--- config.mk ---
export PLATFORM = sky130hd
export DESIGN_NAME = io_entry_ctrl
export DESIGN_NICKNAME = d
export VERILOG_FILES = /design/src/rtl/io_entry_ctrl.sv
export SDC_FILE = /design/constraint.sdc
export NUM_CORES = 1
export LEC_CHECK = 0
export ABC_AREA = 1
export CAP_MARGIN = 0
export CORE_ASPECT_RATIO = 1.4
export CORE_MARGIN = 5
export CORE_UTILIZATION = 50
export CTS_BUF_LIST = sky130_fd_sc_hd__clkbuf_4 sky130_fd_sc_hd__clkbuf_8 sky130_fd_sc_hd__clkbuf_16
export DETAILED_ROUTE_END_ITERATION = 7
export HOLD_SLACK_MARGIN = 0.1
export PLACE_DENSITY = 0.76
export SYNTH_ARGS = -nofsm -noshare
export SYNTH_HDL_FRONTEND = slang
export SYNTH_SLANG_ARGS = --single-unit
--- constraint.sdc ---
create_clock -name clk -period 5.5 [get_ports clk]
set_input_delay 1.1 -clock clk [delete_from_list [all_inputs] [get_ports clk]]
set_output_delay 1.1 -clock clk [all_outputs]
set_load 0.005 [all_outputs]
--- src/rtl/io_entry_ctrl.sv ---
// rtl/io_entry_ctrl.sv - front-panel instruction entry controller and seven-segment display driver
//
// Optional feature: IO_RESULT_TIMEOUT_EN enables the result-wait timeout and err flag.
//
// Ports:
//   clk, rst                 clock, synchronous active-high reset
//   switch[3:0]              field value entry
//   button[3:0]              single-cycle pulses: [0] next/commit, [1] view, [2] back, [3] abort
//   result, result_valid     datapath result and qualifier
//   instr_ready              core accepts instruction
//   instr, instr_valid       assembled instruction offer
//   pst, field_idx, err      state code, current entry field, timeout flag
//   ssd_seg, ssd_anode       active-low segments and digit enables
module io_entry_ctrl #(
    parameter int NFIELD   = 4,
    parameter int RES_W    = 4,
    parameter int SCAN_DIV = 100000,
    parameter int TIMEOUT  = 1000000
) (
    input  logic                  clk,
    input  logic                  rst,
    input  logic [3:0]            switch,
    input  logic [3:0]            button,
    input  logic [RES_W-1:0]      result,
    input  logic                  result_valid,
    input  logic                  instr_ready,
    output logic [4*NFIELD-1:0]   instr,
    output logic                  instr_valid,
    output logic [2:0]            pst,
    output logic [2:0]            field_idx,
    output logic                  err,
    output logic [6:0]            ssd_seg,
    output logic [NFIELD-1:0]     ssd_anode
);
    localparam int IW = 4 * NFIELD;
    localparam int SCAN_W = $clog2(SCAN_DIV);
    localparam logic [SCAN_W-1:0] SCAN_LAST = SCAN_W'(SCAN_DIV - 1);
    localparam logic [2:0] LAST = 3'(NFIELD - 1);
    localparam logic [3:0] RES_DIG = 4'((RES_W + 3) / 4);

    typedef enum logic [2:0] {
        S_IDLE  = 3'd0,
        S_ENTRY = 3'd1,
        S_ISSUE = 3'd2,
        S_WAIT  = 3'd3,
        S_DONE  = 3'd4
    } state_t;

    state_t state, state_next;

    logic [RES_W-1:0]  res_q;
    logic [IW-1:0]     res_ext;
    logic              view;
    logic [SCAN_W-1:0] scan_cnt;
    logic [2:0]        digit;
    logic              to_hit;

    // Priority-resolved button events: abort > commit > back > view.
    logic ev_abort, ev_next, ev_back, ev_view;
    assign ev_abort = button[3];
    assign ev_next  = button[0] & ~button[3];
    assign ev_back  = button[2] & ~button[3] & ~button[0];
    assign ev_view  = button[1] & ~button[3] & ~button[0] & ~button[2];

    assign pst = state;

`ifdef IO_RESULT_TIMEOUT_EN
    localparam int TO_W = (TIMEOUT > 2) ? $clog2(TIMEOUT) : 1;
    localparam logic [TO_W-1:0] TO_LAST = TO_W'(TIMEOUT - 1);
    logic [TO_W-1:0] to_cnt;
    logic            err_q;

    assign to_hit = (to_cnt == TO_LAST);
    assign err    = err_q;

    // Counter stays at zero outside WAIT, so every WAIT visit starts fresh.
    always_ff @(posedge clk) begin
        if (rst) begin
            to_cnt <= '0;
            err_q  <= 1'b0;
        end else begin
            if (state != S_WAIT || to_hit)
                to_cnt <= '0;
            else
                to_cnt <= to_cnt + 1'b1;

            if (ev_abort)
                err_q <= 1'b0;
            else if (state == S_WAIT && !result_valid && to_hit)
                err_q <= 1'b1;
            else if (state == S_DONE && state_next != S_DONE)
                err_q <= 1'b0;
        end
    end
`else
    assign to_hit = 1'b0;
    assign err    = 1'b0;
`endif

    always_ff @(posedge clk) begin
        if (rst)
            state <= S_IDLE;
        else
            state <= state_next;
    end

    always_comb begin
        state_next = state;
        if (ev_abort) begin
            state_next = S_IDLE;
        end else begin
            case (state)
                S_IDLE:  if (ev_next) state_next = S_ENTRY;
                S_ENTRY: begin
                    if (ev_next && field_idx == 3'd0)
                        state_next = S_ISSUE;
                    else if (ev_back && field_idx == LAST)
                        state_next = S_IDLE;
                end
                S_ISSUE: if (instr_ready) state_next = S_WAIT;
                S_WAIT: begin
                    // A result in the terminal cycle takes precedence over the timeout.
                    if (result_valid || to_hit)
                        state_next = S_DONE;
                end
                S_DONE:  if (ev_next) state_next = S_IDLE;
                default: state_next = S_IDLE;
            endcase
        end
    end

    always_ff @(posedge clk) begin
        if (rst) begin
            instr       <= '0;
            instr_valid <= 1'b0;
            field_idx   <= LAST;
            res_q       <= '0;
            view        <= 1'b0;
        end else begin
            instr_valid <= (state_next == S_ISSUE);
            if (ev_abort) begin
                instr     <= '0;
                field_idx <= LAST;
            end else begin
                case (state)
                    S_IDLE: if (ev_next) field_idx <= LAST;
                    S_ENTRY: begin
                        if (ev_next) begin
                            for (int k = 0; k < NFIELD; k++)
                                if (field_idx == 3'(k))
                                    instr[4*k +: 4] <= switch;
                            if (field_idx != 3'd0)
                                field_idx <= field_idx - 3'd1;
                        end else if (ev_back && field_idx != LAST) begin
                            field_idx <= field_idx + 3'd1;
                        end
                    end
                    S_WAIT: if (result_valid) res_q <= result;
                    default: ;
                endcase
            end

            if (state != S_DONE || state_next != S_DONE)
                view <= 1'b0;
            else if (ev_view)
                view <= ~view;
        end
    end

    always_ff @(posedge clk) begin
        if (rst) begin
            scan_cnt <= '0;
            digit    <= 3'd0;
        end else if (scan_cnt == SCAN_LAST) begin
            scan_cnt <= '0;
            digit    <= (digit == LAST) ? 3'd0 : digit + 3'd1;
        end else begin
            scan_cnt <= scan_cnt + 1'b1;
        end
    end

    function automatic logic [6:0] hex7(input logic [3:0] v);
        logic [6:0] s;
        case (v)
            4'h0: s = 7'h3F; 4'h1: s = 7'h06; 4'h2: s = 7'h5B; 4'h3: s = 7'h4F;
            4'h4: s = 7'h66; 4'h5: s = 7'h6D; 4'h6: s = 7'h7D; 4'h7: s = 7'h07;
            4'h8: s = 7'h7F; 4'h9: s = 7'h6F; 4'hA: s = 7'h77; 4'hB: s = 7'h7C;
            4'hC: s = 7'h39; 4'hD: s = 7'h5E; 4'hE: s = 7'h79; default: s = 7'h71;
        endcase
        return ~s;
    endfunction

    // Digit d shows field NFIELD-1-d, so the first-entered field is rightmost.
    logic [2:0] field_sel;
    logic [3:0] fld_nib, res_nib, nib;
    logic       blank;

    always_comb begin
        res_ext = '0;
        res_ext[RES_W-1:0] = res_q;
        field_sel = LAST - digit;
        fld_nib = 4'h0;
        res_nib = 4'h0;
        for (int k = 0; k < NFIELD; k++) begin
            if (field_sel == 3'(k)) fld_nib = instr[4*k +: 4];
            if (digit == 3'(k))     res_nib = res_ext[4*k +: 4];
        end
        nib   = 4'h0;
        blank = 1'b0;
        case (state)
            S_IDLE: nib = 4'h0;
            S_ENTRY: begin
                if (field_sel == field_idx)
                    nib = switch;
                else if (field_sel > field_idx)
                    nib = fld_nib;
                else
                    blank = 1'b1;
            end
            S_ISSUE, S_WAIT: nib = fld_nib;
            S_DONE: begin
                if (err)
                    nib = 4'hE;
                else if (view)
                    nib = fld_nib;
                else if ({1'b0, digit} < RES_DIG)
                    nib = res_nib;
                else
                    blank = 1'b1;
            end
            default: blank = 1'b1;
        endcase
        ssd_seg = blank ? 7'h7F : hex7(nib);
        for (int d = 0; d < NFIELD; d++)
            ssd_anode[d] = (digit != 3'(d));
    end
endmodule

==> results of run 1 <==
==> flip-flops by register name, indices dropped and copies added, names as in the netlist <==
signal and cells:
digit 3, field_idx 3, instr 16, instr_valid 1
pst 3, res_q 4, scan_cnt 17, view 1
==> synthesized netlist by cell type, types with 7 or more instances <==
cell,instances,share of area (%)
inv_1,57,7.2
or2_2,8,1.7
nand2_2,7,1.5
dfxtp_1,48,32
nand4_1,7,1.5
ha_1,21,8.8
nand3_1,46,7.7
o21ai_0,29,4.9
a21oi_1,24,4.0
nand2_1,76,9.6
nor3_1,12,2.0
nor2_1,61,7.7
==> metrics by stage <==
step	power (uW)	worst slack, ns	instance area, sq um	std cells	hold slack (ns)
finish	683.0	1.180	3632	561	0.4496
global route	712.2	0.9287	3632	561	0.4818
CTS	691.2	1.166	3632	561	0.4529
detailed placement	413.1	1.174	3506	553	0.4364
global placement	411.9	1.230	3506	553	0.4356
floorplan	389.5	2.324	2973	440	0.4175
==> metal layers <==
| layer | up-vias | GRT usage (%) | part of all wire, % |
|---|---|---|---|
| met2 | 76 | 37.32 | 53 |
| li1 | 1516 | - | - |
| met3 | 14 | 3.774 | 5.2 |
| met4 | 0 | 7.268 | 2.1 |
| met5 | - | 0 | 0 |
| met1 | 1346 | 22.20 | 40 |
==> final cells by class <==
class | instances | area share, %
Clock buffer | 7 | 2.652
Clock inverter | 1 | 0.8267
Inverter | 63 | 6.717
Multi-Input combinational cell | 323 | 47.43
Sequential cell | 48 | 26.46
Tap cell | 70 | 2.411
Timing Repair Buffer | 49 | 13.50
==> cells by family after synthesis <==
kind of cell | synth area share, %
AOI/OAI and AO/OA | 10.65
xor gates and xnor gates | 1.178
and+or+nand+nor | 37.16
buffers and inverters | 9.722
other | 0.1261
adders and majority gates | 8.838
DFF | 32.32
==> power by group through the flow <==
| stage | clock network (uW) | registers (uW) | logic [uW] |
|---|---|---|---|
| finish | 278 | 352 | 52.8 |
| floorplan | 0 | 360 | 29.6 |
| CTS | 286 | 352 | 53.0 |
| global placement | 0 | 360 | 51.7 |
| detailed placement | 0 | 360 | 52.8 |
| global route | 300 | 353 | 59.3 |
==> worst reg2reg max path, cell delays in order, from the launching register on <==
cell and delay [ns]:
dfxtp_1 0.36, ha_1 0.17, nand2_1 0.10, nor2_2 0.16, inv_1 0.06, nor2_1 0.09
nand3_1 0.12, inv_1 0.13, nor2_1 0.10, inv_1 0.39, o22ai_1 0.13
==> worst paths after layout <==
path                           from                      to  cells past startpoint
min          scan_cnt[0]$_SDFF_PP0_  scan_cnt[0]$_SDFF_PP0_                      1
min reg2reg  scan_cnt[0]$_SDFF_PP0_  scan_cnt[0]$_SDFF_PP0_                      1
max reg2reg  scan_cnt[0]$_SDFF_PP0_   digit[2]$_SDFFE_PP0P_                     10
max                       switch[0]              ssd_seg[1]                     12
==> out/metrics.json, run 1 <==
{
  "finish": {
    "register_area_sq_um": 960.9,
    "design.final.nets": 527,
    "multiInputGateArea_sq_um": 1723,
    "area_delta_synth_final_pct": 22.18,
    "finish.utilization_pct": 62.39,
    "drive_gt1_share_pct": 8.554,
    "nFillCells": 544,
    "n_antenna_cell": 0,
    "mostFrequentLayoutCell": "nand2_1",
    "most-common-layout-cells": "nand2_1, nor2_1, inv_1"
  },
  "grt": {
    "grt_max_degree": 20,
    "antenna_found_initial": 0,
    "vias_in_the_first_global_route": 2793,
    "grt_use_total_pct": 20.15,
    "gr-total-overflow": 0,
    "wire_length_of_the_first_global_routing_pass_microns": 12200
  },
  "pwr": {
    "cell_internal_pwr_uw": 534.3,
    "p_sw_share_pct": 21.77,
    "leak_uw": 0.001617,
    "p_per_area_nw_per_um2": 188.0,
    "vdd_drop_max_v": 0.0001629,
    "power.share.clock_pct": 40.7,
    "total_switching_power_uw": 148.7,
    "power.sequential.fraction_pct": 51.5,
    "power.combinational.fraction_pct": 7.7
  },
  "drt": {
    "drt_pass1_iterations": 4,
    "antenna_left": 0,
    "wl_per_cell_microns": 12.58,
    "post-route-drc-count": 0,
    "totalWireLength_microns": 7060,
    "drt_iter0_markers": 130,
    "viasPerCell": 5.262,
    "route.vias.total": 2952
  },
  "clocking": {
    "clock_sink_count": 48,
    "cts.htree.levels": 2,
    "post-cts-setup-buffers": 0,
    "cts_hold_buffers": 0,
    "clock_transition_at_the_registers_of_the_reported_paths_ns": 0.08,
    "largest_buffer_count_on_any_clock_path": 2,
    "clk-insertion-delay-late_ns": 0.30,
    "ctsRootBufferMaster": "clkbuf_8",
    "cts_buffers": 5,
    "cts.repair.resized": 0,
    "clock_tree_from_tritoncts": "done"
  },
  "worst_setup_path": {
    "r2r_setup_slack_ns": 3.58,
    "kind_of_start_point_of_the_critical_path": "input pin",
    "timing.critical_path.arrival_ns": 3.22,
    "critPathMaxStageDelay_ns": 0.59,
    "timing.critical_path.mode_cell": "nand2_1",
    "timing.critical_path.required_ns": 4.40,
    "critical_path_buf_inv_count": 4,
    "crit_path_slowest_cell": "clkdlybuf4s50_1",
    "timing.setup.critical_path_class": "in2out",
    "type_of_destination_of_the_critical_path": "output pin",
    "path_max_fanout": 5,
    "worstPathCellList": "clkdlybuf4s50_1 -> nand2_1 -> nand2_1 -> inv_1 -> nand2_1 -> inv_1 -> ha_1 -> nand2_4 -> nor2_2 -> nor2_1 -> nand2_1 -> clkdlybuf4s50_1",
    "path_delay_family": "buffers and inverters"
  },
  "die": {
    "initial_utilization_pct": 51.06,
    "die-width_microns": 75.17,
    "die_h_microns": 101.2,
    "floorplan.core_area_sq_um": 5822,
    "boundaryPins": 51,
    "row_count": 33,
    "design.die.area_sq_um": 7610
  },
  "synthesis": {
    "synth_seq_cells": 48,
    "synth.yosys.warnings": 0,
    "synth_enable_flop_cells": 0,
    "synth-async-reset-ratio_pct": 0,
    "postSynthAreaPerCell_sq_um": 6.756,
    "synthesis.nets": 477,
    "synthCells": 440,
    "cell_variety_after_synth": 32,
    "synth_flop_cell": "dfxtp_1",
    "synth-seq-area-share_pct": 32.32,
    "mappedNetlistArea_sq_um": 2973
  },
  "timing": {
    "final-hold-violation-count": 0,
    "grt_setup_unrepaired": "no",
    "timing.final.max_slew_violations": 0,
    "finalCriticalPeriod_ns": 4.320,
    "worst_slew_slack_as_a_fraction_of_its_limit_pct": 33.65,
    "final.setup_skew_ns": 0.009338,
    "setup_viol_count_final": 0,
    "min_period_over_period_pct": 78.54,
    "fmax_mhz": 231.5,
    "final.setup.tns_ns": 0,
    "timing_worst_slew_pin_value_ns": 0.9915
  },
  "flow_run": {
    "max-cap-violations": 0
  },
  "place": {
    "placement.io_buffers": 49,
    "dp_hpwl_microns": 5600,
    "gp_routability_congestion": 0.9375
  },
  "status": {
    "result_of_the_run": "finished clean"
  },
  "worst_hold_path": {
    "timing.hold.worst.class": "reg2reg"
  }
}
No activity file was read; power rests on OpenSTA's default activity.
==> run 2: changes to the inputs <==
- clock period: 5.5 -> 4.1 ns (I/O delays scaled with it)
==> run 2 against run 1 <==
Routed wire length up 2.9%. Via count down 0.27%. Die area unchanged. Register-to-register slack worse by 1.4 ns. Sequential share of layout area down 0.17 points. Critical path depth up 4. Global-route usage up 0.48 points. Non-clock buffer count up 3. Clock skew down 0.0013 ns. First-iteration DRC count up 25%. Count of clock-buffer cells in the layout down 2. Clock power up 42%. Largest cell class unchanged. Highest routed layer unchanged.
==> out/metrics.json, run 2 (synthesis results as in run 1) <==
{
  "finish": {
    "max_flop_register": {"value": "scan_cnt", "change": "unchanged"},
    "mostFrequentLayoutCell": {"value": "nand2_1", "change": "unchanged"},
    "n_antenna_cell": {"value": 0, "change": "unchanged"},
    "nFillCells": {"value": 553, "change": "was 544"},
    "finish.utilization": {"value": 62.95, "unit": "%", "change": "was 62.39%"},
    "final_std_cell_area_no_fill": {"value": 3665, "unit": "sq um", "change": "was 3632 sq um"},
    "number_of_flip_flops_under_the_largest_register_name": {"value": 17, "change": "unchanged"},
    "design.final.nets": {"value": 530, "change": "was 527"},
    "largest_registers": {"value": "scan_cnt: 17 flops, instr: 16 flops, res_q: 4 flops", "change": "unchanged"},
    "drive_gt1_share": {"value": 9.736, "unit": "%", "change": "was 8.554%"},
    "area_delta_synth_final": {"value": 23.27, "unit": "%", "change": "was 22.18%"},
    "most-common-layout-cells": {"value": "nand2_1, nor2_1, inv_1", "change": "unchanged"}
  },
  "pwr": {
    "vdd_drop_max": {"value": 0.0002498, "unit": "V", "change": "was 0.0001629 V"},
    "p_per_area": {"value": 257.1, "unit": "nW/um^2", "change": "was 188.0 nW/um^2"},
    "leak": {"value": 0.001632, "unit": "uW", "change": "was 0.001617 uW"}
  },
  "timing": {
    "min_period_over_period_pct": 92.83,
    "finalCriticalPeriod_ns": 3.806,
    "final.setup.tns": {"value": 0, "unit": "ns", "change": "unchanged"},
    "timing.final.max_slew_violations": {"value": 0, "change": "unchanged"},
    "worst_slew_slack_as_a_fraction_of_its_limit": {"value": 31.26, "unit": "%", "change": "was 33.65%"},
    "final-hold-violation-count": {"value": 0, "change": "unchanged"},
    "fmax_mhz": 262.8,
    "setup_viol_count_final": {"value": 0, "change": "unchanged"},
    "timing_worst_slew_pin_value": {"value": 1.027, "unit": "ns", "change": "was 0.9915 ns"},
    "hold-worst-slack": {"value": 0.4504, "unit": "ns", "change": "was 0.4496 ns"},
    "final_critical_path_setup_slack": {"value": 0.2941, "unit": "ns", "change": "was 1.180 ns"},
    "final.setup_skew": {"value": 0.008056, "unit": "ns", "change": "was 0.009338 ns"},
    "grt_setup_unrepaired": {"value": "no", "change": "unchanged"}
  },
  "die": {
    "initial_utilization": {"value": 51.06, "unit": "%", "change": "unchanged"},
    "boundaryPins": {"value": 51, "change": "unchanged"},
    "row_count": {"value": 33, "change": "unchanged"},
    "floorplan.core_area": {"value": 5822, "unit": "sq um", "change": "unchanged"},
    "design.die.area": {"value": 7610, "unit": "sq um", "change": "unchanged"},
    "die-width": {"value": 75.17, "unit": "microns", "change": "unchanged"},
    "die_h": {"value": 101.2, "unit": "microns", "change": "unchanged"}
  },
  "drt": {
    "wl_per_cell": {"value": 12.90, "unit": "microns", "change": "was 12.58 microns"},
    "viasPerCell": {"value": 5.229, "change": "was 5.262"},
    "antenna_left": {"value": 0, "change": "unchanged"},
    "totalWireLength": {"value": 7263, "unit": "microns", "change": "was 7060 microns"},
    "drt_pass1_iterations": {"value": 4, "change": "unchanged"},
    "route.vias.total": {"value": 2944, "change": "was 2,952"},
    "drt_iter0_markers": {"value": 163, "change": "was 130"},
    "post-route-drc-count": {"value": 0, "change": "unchanged"}
  },
  "place": {
    "gp_routability_congestion": {"value": 0.9340, "change": "was 0.9375"},
    "place_worst_setup_slack": {"value": 0.3731, "unit": "ns", "change": "was 1.174 ns"},
    "dp_hpwl": {"value": 5830, "unit": "microns", "change": "was 5600 microns"},
    "placement.io_buffers": {"value": 49, "change": "unchanged"},
    "placement.cell_area": {"value": 3528, "unit": "sq um", "change": "was 3506 sq um"}
  },
  "worst_setup_path": {
    "crit_path_start": {"value": "field_idx[2]$_SDFFE_PP0P_", "change": "was switch[0]"},
    "type_of_destination_of_the_critical_path": {"value": "output pin", "change": "unchanged"},
    "reg2reg_to": {"value": "digit[1]$_SDFFE_PP0P_", "change": "was digit[2]$_SDFFE_PP0P_"},
    "timing.critical_path.arrival": {"value": 2.99, "unit": "ns", "change": "was 3.22 ns"},
    "timing.setup.critical_path_class": {"value": "reg2out", "change": "was in2out"},
    "kind_of_start_point_of_the_critical_path": {"value": "flop", "change": "was input pin"},
    "timing.critical_path.required": {"value": 3.28, "unit": "ns", "change": "was 4.40 ns"},
    "rr_startpoint": {"value": "scan_cnt[0]$_SDFF_PP0_", "change": "unchanged"},
    "path_max_fanout": {"value": 5, "change": "unchanged"},
    "worst_r2r_path_depth": {"value": 10, "change": "unchanged"},
    "r2r_setup_slack": {"value": 2.15, "unit": "ns", "change": "was 3.58 ns"}
  },
  "grt": {
    "grt_use_total": {"value": 20.63, "unit": "%", "change": "was 20.15%"},
    "wire_length_of_the_first_global_routing_pass": {"value": 12520, "unit": "microns", "change": "was 12,200 microns"},
    "grt_max_degree": {"value": 20, "change": "unchanged"},
    "vias_in_the_first_global_route": {"value": 2910, "change": "was 2,793"},
    "gr-total-overflow": {"value": 0, "change": "unchanged"},
    "antenna_found_initial": {"value": 0, "change": "unchanged"}
  },
  "status": {
    "result_of_the_run": {"value": "finished clean", "change": "unchanged"}
  },
  "clocking": {
    "cts_hold_buffers": {"value": 0, "change": "unchanged"},
    "cts.htree.levels": {"value": 2, "change": "unchanged"},
    "clock_transition_at_the_registers_of_the_reported_paths": {"value": 0.08, "unit": "ns", "change": "about the same"},
    "cts_buffers": {"value": 5, "change": "unchanged"},
    "ctsRootBufferMaster": {"value": "clkbuf_8", "change": "unchanged"},
    "largest_buffer_count_on_any_clock_path": {"value": 2, "change": "unchanged"},
    "clock_tree_from_tritoncts": {"value": "done", "change": "unchanged"},
    "clock_sink_count": {"value": 48, "change": "unchanged"},
    "clk-insertion-delay-late": {"value": 0.30, "unit": "ns", "change": "about the same"}
  },
  "worst_hold_path": {
    "hold_path_depth": {"value": 1, "change": "unchanged"},
    "timing.hold.worst.class": {"value": "reg2reg", "change": "unchanged"},
    "hold-path-endpoint": {"value": "scan_cnt[0]$_SDFF_PP0_", "change": "unchanged"},
    "hold_path.startpoint": {"value": "scan_cnt[0]$_SDFF_PP0_", "change": "unchanged"}
  },
  "flow_run": {
    "max-cap-violations": {"value": 0, "change": "unchanged"}
  }
}
-- run 2: what timing repair did --
action                     in CTS  in global routing
buffers inserted                0                  0
setup endpoints to repair       0                  4
gates resized for setup         0                  4
-- run 2: worst max-delay path by stage --
stage / endpoint / slack, ns
3_3_place_gp: ssd_seg[1] / 0.44
6_report: ssd_seg[1] / 0.29
2_1_floorplan: ssd_seg[1] / 1.20
5_1_grt: ssd_seg[1] / 0.03
4_1_cts: ssd_seg[1] / 0.15
3_5_place_dp: ssd_seg[1] / 0.37
-- run 2: layer usage --
metal | global-route usage, % | vias to the layer above | part of all wire [%] | wire (microns)
met1 | 22.70 | 1343 | 40 | 2899
met2 | 38.12 | 63 | 54 | 3892
li1 | - | 1522 | - | -
met3 | 3.178 | 16 | 3.9 | 282
met5 | 0 | - | 0 | 0
met4 | 8.614 | 0 | 2.6 | 188
-- run 2: critical path: stages (launching register included) --
cell and delay [ns]:
dfxtp_1 0.38, inv_1 0.11, ha_1 0.34, nand2_1 0.08, nor2_2 0.05, nor2_1 0.09
nand2_1 0.07, nand2_2 0.11, nand3_1 0.11, nand2_1 0.14, inv_1 0.11, ha_1 0.33
nand2_4 0.06, nor2_2 0.08, nor2_1 0.04, nand2_1 0.08, clkdlybuf4s50_1 0.50
-- run 2: cell type report --
class | count | area [sq um] | share of cell area [%]
sequential | 48 | 963.4 | 26.29
inverter | 63 | 244.0 | 6.658
multi-input combinational | 323 | 1728 | 47.15
clock inverter | 2 | 60.06 | 1.639
tap | 70 | 87.58 | 2.390
clock buffer | 5 | 68.82 | 1.878
timing repair buffer | 52 | 513.0 | 14.00
-- run 2: through the flow --
step,total power (uW),instances
final,942.2,563
after global routing,976.3,563
after CTS,952.2,563
after detailed placement,556.9,556
after global placement,555.3,556
after floorplan,522.5,440
-- run 2: where the power goes --
group | switching [uW] | internal, uW | total, uW
clock network | 156 | 240 | 396
logic | 39.6 | 34.1 | 73.7
registers | 3.07 | 469 | 472
